### config.mk
export PLATFORM = sky130hd
export DESIGN_NAME = muldiv_iter_flat
export DESIGN_NICKNAME = d
export VERILOG_FILES = /design/src/rtl/muldiv_iter_if.sv /design/src/rtl/muldiv_iter.sv /design/src/flat_wrapper.sv
export SDC_FILE = /design/constraint.sdc
export NUM_CORES = 1
export LEC_CHECK = 0
export ABC_AREA = 1
export CORE_ASPECT_RATIO = 1.2
export CORE_MARGIN = 4
export CORE_UTILIZATION = 51
export CTS_CLUSTER_SIZE = 12
export DETAILED_ROUTE_END_ITERATION = 8
export GPL_ROUTABILITY_DRIVEN = 0
export PLACE_DENSITY_LB_ADDON = 0.1
export REMOVE_ABC_BUFFERS = 1
export SKIP_LAST_GASP = 1
export SLEW_MARGIN = 5
export SYNTH_ARGS = -nofsm -noshare
export SYNTH_HDL_FRONTEND = slang
export SYNTH_SLANG_ARGS = --single-unit
### constraint.sdc
create_clock -name clk -period 6.3 [get_ports clk]
set_input_delay 0.945 -clock clk [delete_from_list [all_inputs] [get_ports clk]]
set_output_delay 0.945 -clock clk [all_outputs]
set_load 0.1 [all_outputs]
### src/rtl/muldiv_iter_if.sv
// Request/result bundle between the E stage and the iterative mul/div unit.
// WIDTH must match the WIDTH of the attached muldiv_iter.
interface muldiv_iter_if #(
  parameter int WIDTH = 32
) ();
  logic             start;
  logic [1:0]       op;
  logic [WIDTH-1:0] a;
  logic [WIDTH-1:0] b;
  logic             cancel;
  logic             stall;
  logic             busy;
  logic             done;
  logic [WIDTH-1:0] hi;
  logic [WIDTH-1:0] lo;

  modport master (
    output start, op, a, b, cancel,
    input  stall, busy, done, hi, lo
  );

  modport slave (
    input  start, op, a, b, cancel,
    output stall, busy, done, hi, lo
  );
endinterface

### src/rtl/muldiv_iter.sv
// Iterative signed/unsigned multiply (shift-add) and restoring divide.
// Result lands in {hi,lo} on the last iteration edge; stall covers the run.
module muldiv_iter #(
  parameter int WIDTH    = 32,
  parameter bit FAST_MUL = 1'b0
) (
  input  logic          clk,
  input  logic          rst,
  muldiv_iter_if.slave  bus
);
  localparam int CW = $clog2(WIDTH) + 1;

  typedef enum logic [1:0] {
    IDLE = 2'd0,
    RUN  = 2'd1,
    DONE = 2'd2
  } state_t;

  state_t           state_q, state_d;
  logic [CW-1:0]    cnt_q, cnt_d;
  logic [WIDTH-1:0] acc_q, acc_d;
  logic [WIDTH-1:0] sh_q, sh_d;
  logic [WIDTH-1:0] opd_q, opd_d;
  logic             is_div_q, is_div_d;
  logic             neg_q, neg_d;
  logic             rneg_q, rneg_d;
  logic             dz_q, dz_d;
  logic [WIDTH-1:0] hi_q, hi_d;
  logic [WIDTH-1:0] lo_q, lo_d;
  logic             done_q, done_d;
  logic             busy_q, busy_d;

  logic             sgn;
  logic [WIDTH-1:0] mag_a, mag_b;
  logic [2*WIDTH-1:0] fprod;
  logic [WIDTH:0]   sum, rsh, diff;
  logic [WIDTH-1:0] step_acc, step_sh;
  logic [2*WIDTH-1:0] prod;
  logic [WIDTH-1:0] fix_hi, fix_lo;

  always_comb begin
    sgn   = ~bus.op[0];
    mag_a = (sgn & bus.a[WIDTH-1]) ? -bus.a : bus.a;
    mag_b = (sgn & bus.b[WIDTH-1]) ? -bus.b : bus.b;
    fprod = {{WIDTH{1'b0}}, mag_a} * {{WIDTH{1'b0}}, mag_b};
    if (sgn & (bus.a[WIDTH-1] ^ bus.b[WIDTH-1])) begin
      fprod = -fprod;
    end
  end

  // sh holds the multiplier (mult) or the dividend turning into the quotient
  always_comb begin
    sum  = {1'b0, acc_q} + (sh_q[0] ? {1'b0, opd_q} : '0);
    rsh  = {acc_q, sh_q[WIDTH-1]};
    diff = rsh - {1'b0, opd_q};
    if (is_div_q) begin
      if (!diff[WIDTH]) begin
        step_acc = diff[WIDTH-1:0];
        step_sh  = {sh_q[WIDTH-2:0], 1'b1};
      end else begin
        step_acc = rsh[WIDTH-1:0];
        step_sh  = {sh_q[WIDTH-2:0], 1'b0};
      end
    end else begin
      step_acc = sum[WIDTH:1];
      step_sh  = {sum[0], sh_q[WIDTH-1:1]};
    end
  end

  // Divide by zero leaves rem=|a|; the remainder fixup turns it back into a.
  always_comb begin
    prod = {step_acc, step_sh};
    if (neg_q) begin
      prod = -prod;
    end
    if (is_div_q) begin
      fix_lo = (neg_q & ~dz_q) ? -step_sh : step_sh;
      fix_hi = rneg_q ? -step_acc : step_acc;
    end else begin
      fix_lo = prod[WIDTH-1:0];
      fix_hi = prod[2*WIDTH-1:WIDTH];
    end
  end

  always_comb begin
    state_d  = state_q;
    cnt_d    = cnt_q;
    acc_d    = acc_q;
    sh_d     = sh_q;
    opd_d    = opd_q;
    is_div_d = is_div_q;
    neg_d    = neg_q;
    rneg_d   = rneg_q;
    dz_d     = dz_q;
    hi_d     = hi_q;
    lo_d     = lo_q;
    unique case (state_q)
      IDLE: begin
        if (bus.start && !bus.cancel) begin
          is_div_d = bus.op[1];
          neg_d    = sgn & (bus.a[WIDTH-1] ^ bus.b[WIDTH-1]);
          rneg_d   = sgn & bus.a[WIDTH-1];
          dz_d     = (bus.b == '0);
          cnt_d    = '0;
          if (FAST_MUL && !bus.op[1]) begin
            state_d = DONE;
            hi_d    = fprod[2*WIDTH-1:WIDTH];
            lo_d    = fprod[WIDTH-1:0];
          end else begin
            state_d = RUN;
            acc_d   = '0;
            sh_d    = bus.op[1] ? mag_a : mag_b;
            opd_d   = bus.op[1] ? mag_b : mag_a;
          end
        end
      end
      RUN: begin
        if (bus.cancel) begin
          state_d = IDLE;
        end else begin
          acc_d = step_acc;
          sh_d  = step_sh;
          cnt_d = cnt_q + CW'(1);
          if (cnt_q == CW'(WIDTH - 1)) begin
            state_d = DONE;
            hi_d    = fix_hi;
            lo_d    = fix_lo;
          end
        end
      end
      DONE: state_d = IDLE;
      default: state_d = IDLE;
    endcase
    done_d = (state_d == DONE);
    busy_d = (state_d != IDLE);
  end

  always_ff @(posedge clk or posedge rst) begin
    if (rst) begin
      state_q  <= IDLE;
      cnt_q    <= '0;
      acc_q    <= '0;
      sh_q     <= '0;
      opd_q    <= '0;
      is_div_q <= 1'b0;
      neg_q    <= 1'b0;
      rneg_q   <= 1'b0;
      dz_q     <= 1'b0;
      hi_q     <= '0;
      lo_q     <= '0;
      done_q   <= 1'b0;
      busy_q   <= 1'b0;
    end else begin
      state_q  <= state_d;
      cnt_q    <= cnt_d;
      acc_q    <= acc_d;
      sh_q     <= sh_d;
      opd_q    <= opd_d;
      is_div_q <= is_div_d;
      neg_q    <= neg_d;
      rneg_q   <= rneg_d;
      dz_q     <= dz_d;
      hi_q     <= hi_d;
      lo_q     <= lo_d;
      done_q   <= done_d;
      busy_q   <= busy_d;
    end
  end

  assign bus.stall = ~rst & ((state_q == RUN) |
                     ((state_q == IDLE) & bus.start & ~bus.cancel));
  assign bus.busy  = busy_q;
  assign bus.done  = done_q;
  assign bus.hi    = hi_q;
  assign bus.lo    = lo_q;
endmodule
### src/flat_wrapper.sv
// flat-port wrapper written by rule: the top's interface ports become plain ports
module muldiv_iter_flat 
#(
  parameter int WIDTH    = 32,
  parameter bit FAST_MUL = 1'b0
)
  (clk, rst, bus_start, bus_op, bus_a, bus_b, bus_cancel, bus_stall, bus_busy, bus_done, bus_hi, bus_lo);
  muldiv_iter_if #(.WIDTH(WIDTH)) bus_i ();
  input  logic clk;
  input  logic rst;
  input wire logic [$bits(bus_i.start)-1:0] bus_start;
  input wire logic [$bits(bus_i.op)-1:0] bus_op;
  input wire logic [$bits(bus_i.a)-1:0] bus_a;
  input wire logic [$bits(bus_i.b)-1:0] bus_b;
  input wire logic [$bits(bus_i.cancel)-1:0] bus_cancel;
  output wire logic [$bits(bus_i.stall)-1:0] bus_stall;
  output wire logic [$bits(bus_i.busy)-1:0] bus_busy;
  output wire logic [$bits(bus_i.done)-1:0] bus_done;
  output wire logic [$bits(bus_i.hi)-1:0] bus_hi;
  output wire logic [$bits(bus_i.lo)-1:0] bus_lo;
  assign bus_i.start = bus_start;
  assign bus_i.op = bus_op;
  assign bus_i.a = bus_a;
  assign bus_i.b = bus_b;
  assign bus_i.cancel = bus_cancel;
  assign bus_stall = bus_i.stall;
  assign bus_busy = bus_i.busy;
  assign bus_done = bus_i.done;
  assign bus_hi = bus_i.hi;
  assign bus_lo = bus_i.lo;
  muldiv_iter #(.WIDTH(WIDTH), .FAST_MUL(FAST_MUL)) u_core (.clk(clk), .rst(rst), .bus(bus_i));
endmodule
# --- After elaboration in Yosys (flattened, before gate mapping) ---
# Index checks and enable logic that the tools add are counted.
# Widths: inputs -> output; s select.
word_totals:
  regBits: 174
  input_bits: 70
  out_inout_bits: 67
  elab_cells: 75
op_classes:
  n_addsub: 8
  eq_ne: 5
  n_mux: 27
  bitwise: 13
  reduce_logical: 9
ops:
  columns: ["op", "count"]
  rows:
  - ["$mux 32", 16]
  - ["$neg 32->32", 4]
  - ["$pmux 32 s2", 2]
  - ["$mux 64", 1]
  - ["$neg 64->64", 1]
  - ["$add 32x33->33", 1]
  - ["$sub 33x32->33", 1]
  - ["$logic_not 32->1", 1]
  - ["$mux 6", 2]
  - ["$pmux 6 s2", 1]
  - ["$and 1x1->1", 7]
  - ["$add 6x1->6 const B", 1]
  - ["$eq 6x5->1 const B", 1]
  - ["$mux 2", 3]
  - ["$reduce_and 3->1", 2]
  - ["$not 1->1", 4]
  - ["$pmux 2 s2", 1]
  - ["$reduce_bool 2->1", 2]
  - ["$eq 2x1->1 const B", 1]
  - ["$eq 2x2->1 const B", 1]
  - ["$logic_not 2->1", 1]
  - ["$ne 2x1->1 const B", 1]
  - ["$ne 2x2->1 const B", 1]
  - ["$reduce_and 2->1", 1]
  - ["5 further kinds", 5]

# --- Depth between registers and ports, before layout ---
logic_depth:
  depth_word: 6
  depth_mapped: 34
  ltp_nobuf: 34

# --- Worst setup path before layout ---
# OpenSTA, ideal clock, no wires.
synth_timing:
  path_type: "input to output"
  startpoint: "input port bus_cancel"
  endpoint: "output port bus_stall"
  arrival_time_ps: 2937
  required_ps: 5355
  slack_ps: 2418
  stages: 4
  path_buffers: 1
  cell_sequence: "inv_1 -> nand4_1 -> clkbuf_1 -> a21oi_1"
synth_between:
  elab_chain_len: 4
synth_lines:
  columns: ["item", "line", "rtl"]
  rows:
  - ["start: declaration", "flat_wrapper.sv:15", "input wire logic [$bits(bus_i.cancel)-1:0] bus_cancel;"]
  - ["$not 1->1", "muldiv_iter.sv:171", "((state_q == IDLE) & bus.start & ~bus.cancel));"]
  - ["$and 1x1->1", "muldiv_iter.sv:171", null]
  - ["$or 1x1->1", "muldiv_iter.sv:170", "assign bus.stall = ~rst & ((state_q == RUN) |"]
  - ["$and 1x1->1", "muldiv_iter.sv:170", null]
  - ["end: declaration", "flat_wrapper.sv:16", "output wire logic [$bits(bus_i.stall)-1:0] bus_stall;"]
# No other way between the ends.

# --- Worst setup path in the final report ---
layout_timing:
  startpoint: "register u_core.opd_q[0]"
  endpoint: "register u_core.hi_q[26], in the netlist u_core.bus.hi[26]"
layout_between:
  elab_chain_len: 6
  elab_cells_between_ends: 12
  classes_between: "4 x add/sub; 8 x mux"
layout_lines:
  columns: ["item", "line", "rtl"]
  rows:
  - ["start: declaration", "muldiv_iter.sv:23", "logic [WIDTH-1:0] opd_q, opd_d;"]
  - ["start signal: assignment", "muldiv_iter.sv:158", "opd_q <= opd_d;"]
  - ["$sub 33x32->33 or $mux 32 (tied branches)", "muldiv_iter.sv:55, muldiv_iter.sv:53", null]
  - ["$mux 1 (tied with other cells)", "muldiv_iter.sv:57", "if (!diff[WIDTH]) begin"]
  - ["$mux 32", "muldiv_iter.sv:56", "if (is_div_q) begin"]
  - ["$neg 64->64 or $neg 32->32 (tied branches)", "muldiv_iter.sv:74, muldiv_iter.sv:78", null]
  - ["$mux 64 or $mux 32 (tied branches)", "muldiv_iter.sv:73, muldiv_iter.sv:78", null]
  - ["$mux 32 *", "muldiv_iter.sv:76", "if (is_div_q) begin"]
  - ["end signal: assignment", "muldiv_iter.sv:163", "hi_q <= hi_d;"]
  - ["end: declaration", "muldiv_iter.sv:28", "logic [WIDTH-1:0] hi_q, hi_d;"]
# Every way passes the cells marked *; elsewhere a longest branch is shown, timed or not.
# A chain may end at the register's enable or synchronous reset.

==> flow_summary_export.csv <==
group,metric,value,unit
run_status,outcome,"completed",
detailed_routing,detail_route.iter0.violations,2438,
timing,setup-tns-final,0,ns
synth,postSynth.topFlopCell,"sky130_fd_sc_hd__dfrtp_1",
worst_setup_path,required,6.65,ns
placement,dpl.hpwl,50600,um
detailed_routing,drc,0,
worst_setup_path,setup.worst_path.start,"u_core.opd_q[0]",
detailed_routing,firstDrtPassIters,6,
clock_tree,tritoncts,"built",
layout,synthToLayoutAreaGrowth,12.9,%
synth,ys_async_sr_fraction,100,%
floorplan,die_area,37200,um^2
worst_setup_path,critical_path_arrival,5.42,ns
clock_tree,cts-root-to-sink-buffers,2,
detailed_routing,detailroute.via_count,19700,
worst_setup_path,crit-reg2reg-launch,"u_core.opd_q[0]",
layout,antenna-diode-count,0,
floorplan,initial_core_util,52.1,%
power,vdd_drop_max,216,uV
synth,ys_ff_latch,174,
clock_tree,cts.repair_timing.setup_buffer_count,0,
detailed_routing,route.final.wire_length,64900,um
timing,final_hold_viol_count,0,
synth,synth_warnings,0,
clock_tree,ctsHtreeMaxLevel,4,
layout,fin_util,58.8,%
placement,placedCellCount,3328,
synth,mean_instance_size_in_the_synthesized_netlist,6.17,um^2
clock_tree,cts_made_buffers,17,
placement,dpl_cell_area,19100,um^2
synth,synth_edf_count,0,
global_routing,grt_pass1_wl,101000,um
floorplan,placeable_core_area,33400,um^2
clock_tree,cts.clk_slew.worst_paths,0.07,ns
global_routing,grt-ovfl-total,0,
power,power_density,476,nW/um^2
synth,ys_seq_area_share,25.0,%
worst_setup_path,timing.critical_path.from_type,"flop",
layout,design.final.nets,3038,
floorplan,chipWidth,177,um
timing,max_freq,0.197,GHz
timing,hold_slack,0.480,ns
clock_tree,numClockSinks,174,
power,p_leak,9.71,nW
worst_setup_path,worst-path-max-fanout,34,
timing,maxSlewViolCount,0,
synth,yosysTopAreaCell,"sky130_fd_sc_hd__dfrtp_1",
worst_setup_path,sort_of_element_at_the_end_of_the_critical_path,"flop",
synth,synthDistinctLibCells,56,
detailed_routing,post_drt_wl_per_cell,19.3,um
clock_tree,ctsRootBufferMaster,"sky130_fd_sc_hd__clkbuf_16",
timing,setup_viol_count_final,0,
global_routing,grt_pass1_vias,18700,
clock_tree,clock_latency,0.47,ns
timing,period_needed,5.07,ns
worst_setup_path,cpMostUsedCell,"sky130_fd_sc_hd__nand2_1",
timing,finalWorstSetupSlack,1.23,ns
clock_tree,post_cts_resized,0,
worst_setup_path,crit_path_max_incr_delay,0.40,ns
hold_path,hold_path_startpoint,"u_core.bus.hi[20]",
synth,netlist_instances,2818,
floorplan,core.rowCount,73,
synth,area_share_of_the_largest_cell_type_after_synthesis,25.0,%
synth,syn_std_cell_area,17400,um^2
detailed_routing,vias_per_cell,5.86,
global_routing,grt_usage,34.3,%
global_routing,initial_antenna_violation_count,0,
layout,finalInstanceArea,19700,um^2
floorplan,pin_count,137,
synth,netlist_top_cells_area,"sky130_fd_sc_hd__dfrtp_1, sky130_fd_sc_hd__nand2_1, sky130_fd_sc_hd__inv_1, sky130_fd_sc_hd__nor2_1, sky130_fd_sc_hd__ha_1",
timing,min_period_over_period,80.5,%
global_routing,grt_max_degree,76,
placement,preCtsSetupSlack,1.43,ns
clock_tree,post_cts_hold_buffer_count,0,
floorplan,floorplan.die.height,210,um
worst_setup_path,setup.worst_path.class,"reg -> reg",
timing,worstMarginPinSlew,1.03,ns
layout,fin_cells,3360,
power,total_power,9.36,mW
flow_run,max_cap_violation_count,0,
timing,slew_headroom,31.1,%
hold_path,class_of_the_most_critical_hold_timing_path,"reg -> reg",
timing,finalClockSkew,0.0132,ns
timing,grt_setup_unrepaired,"false",
placement,number_of_buffer_cells_added_on_primary_ports,136,
layout,post_route_cells_drive_above_1_share,6.60,%
worst_setup_path,cpMaxStageDelayCell,"sky130_fd_sc_hd__dfrtp_1",
detailed_routing,final_antenna_net_count,0,
path summary, 6_finish.rpt:
kind,cells after the start,slack [ns],endpoint
setup / recovery,31,1.23,u_core.bus.hi[26]
hold / removal,2,0.48,u_core.bus.hi[20]
setup reg to reg,31,1.23,u_core.bus.hi[26]
hold reg to reg,2,0.48,u_core.bus.hi[20]
max in group asynchronous,3,4.15,u_core.bus.hi[23]
min in group asynchronous,2,0.97,u_core.bus.lo[7]
Yosys cell counts (all sizes together) (2+ instances only):
cell type	number
a21oi	169
inv	376
ha	69
or2	13
o21ai	189
nand3b	6
nand3	181
a21boi	2
a22oi	11
and3	2
dfrtp	174
xor2	88
o211ai	20
o21bai	9
o41ai	2
and2	4
o221ai	17
buf	24
xnor2	22
clkbuf	73
nor3	38
nor4	9
a21o	5
nor2	349
clkinv	8
fa	2
a31oi	57
o22ai	47
nand2	805
nand4	37
a2bb2oi	2
state kept, by name (all words and copies together) (netlist names), 2 cells and up:
name and count:
u_core.acc_q 32, u_core.bus.hi 32, u_core.bus.lo 32, u_core.opd_q 32, u_core.sh_q 32, u_core.cnt_q 6, u_core.state_q 2
cells by family (layout without fill, tap and decap cells):
logic type / count (synthesis) / in the layout / share of synthesized area, %
buf+inv: 481 / 573 / 10.8
xor+xnor: 110 / 110 / 5.54
flops: 174 / 174 / 25.0
compound gates: 536 / 536 / 17.9
fa+ha+maj: 71 / 71 / 5.19
simple gates: 1446 / 1446 / 35.5
placed cells by master, fill, tap and decap left out, types with 69 or more instances in the layout:
master	n
sky130_fd_sc_hd__a21oi_1	154
sky130_fd_sc_hd__clkdlybuf4s50_1	135
sky130_fd_sc_hd__dfrtp_1	173
sky130_fd_sc_hd__ha_1	69
sky130_fd_sc_hd__inv_1	357
sky130_fd_sc_hd__nand2_1	766
sky130_fd_sc_hd__nand3_1	171
sky130_fd_sc_hd__nor2_1	317
sky130_fd_sc_hd__o21ai_0	160
sky130_fd_sc_hd__xor2_1	88
metal layers:
| metal | vias to the layer above | routed length (um) | global-route usage, % |
|---|---|---|---|
| met5 | - | 0 | 0 |
| met4 | 0 | 4830 | 21.5 |
| met3 | 249 | 5830 | 5.58 |
| met2 | 1096 | 28500 | 54.0 |
| met1 | 9007 | 25700 | 44.1 |
| li1 | 9348 | - | - |
power breakdown:
part	switching [mW]	internal (mW)
Clock	0.536	0.557
Sequential	0.292	1.35
Combinational	4.71	1.91
Total	5.54	3.82
critical path: cells and delay by family, from the launching register on:
kind | cells | cell delay [ns]
simple gates | 25 | 3.30
fa+ha+maj | 3 | 0.83
flops | 1 | 0.40
compound gates | 1 | 0.27
buf+inv | 2 | 0.15
layout make-up:
cell class              instances  area, um^2
inverters                     384        1450
clock buffers                  17         425
clock inverters                15         150
fillers                      3333       13800
repair buffers                157        1530
well taps                     450         563
multi-input cells            2163       11200
flip-flops and latches        174        4360
No activity file was read; power rests on OpenSTA's default activity.
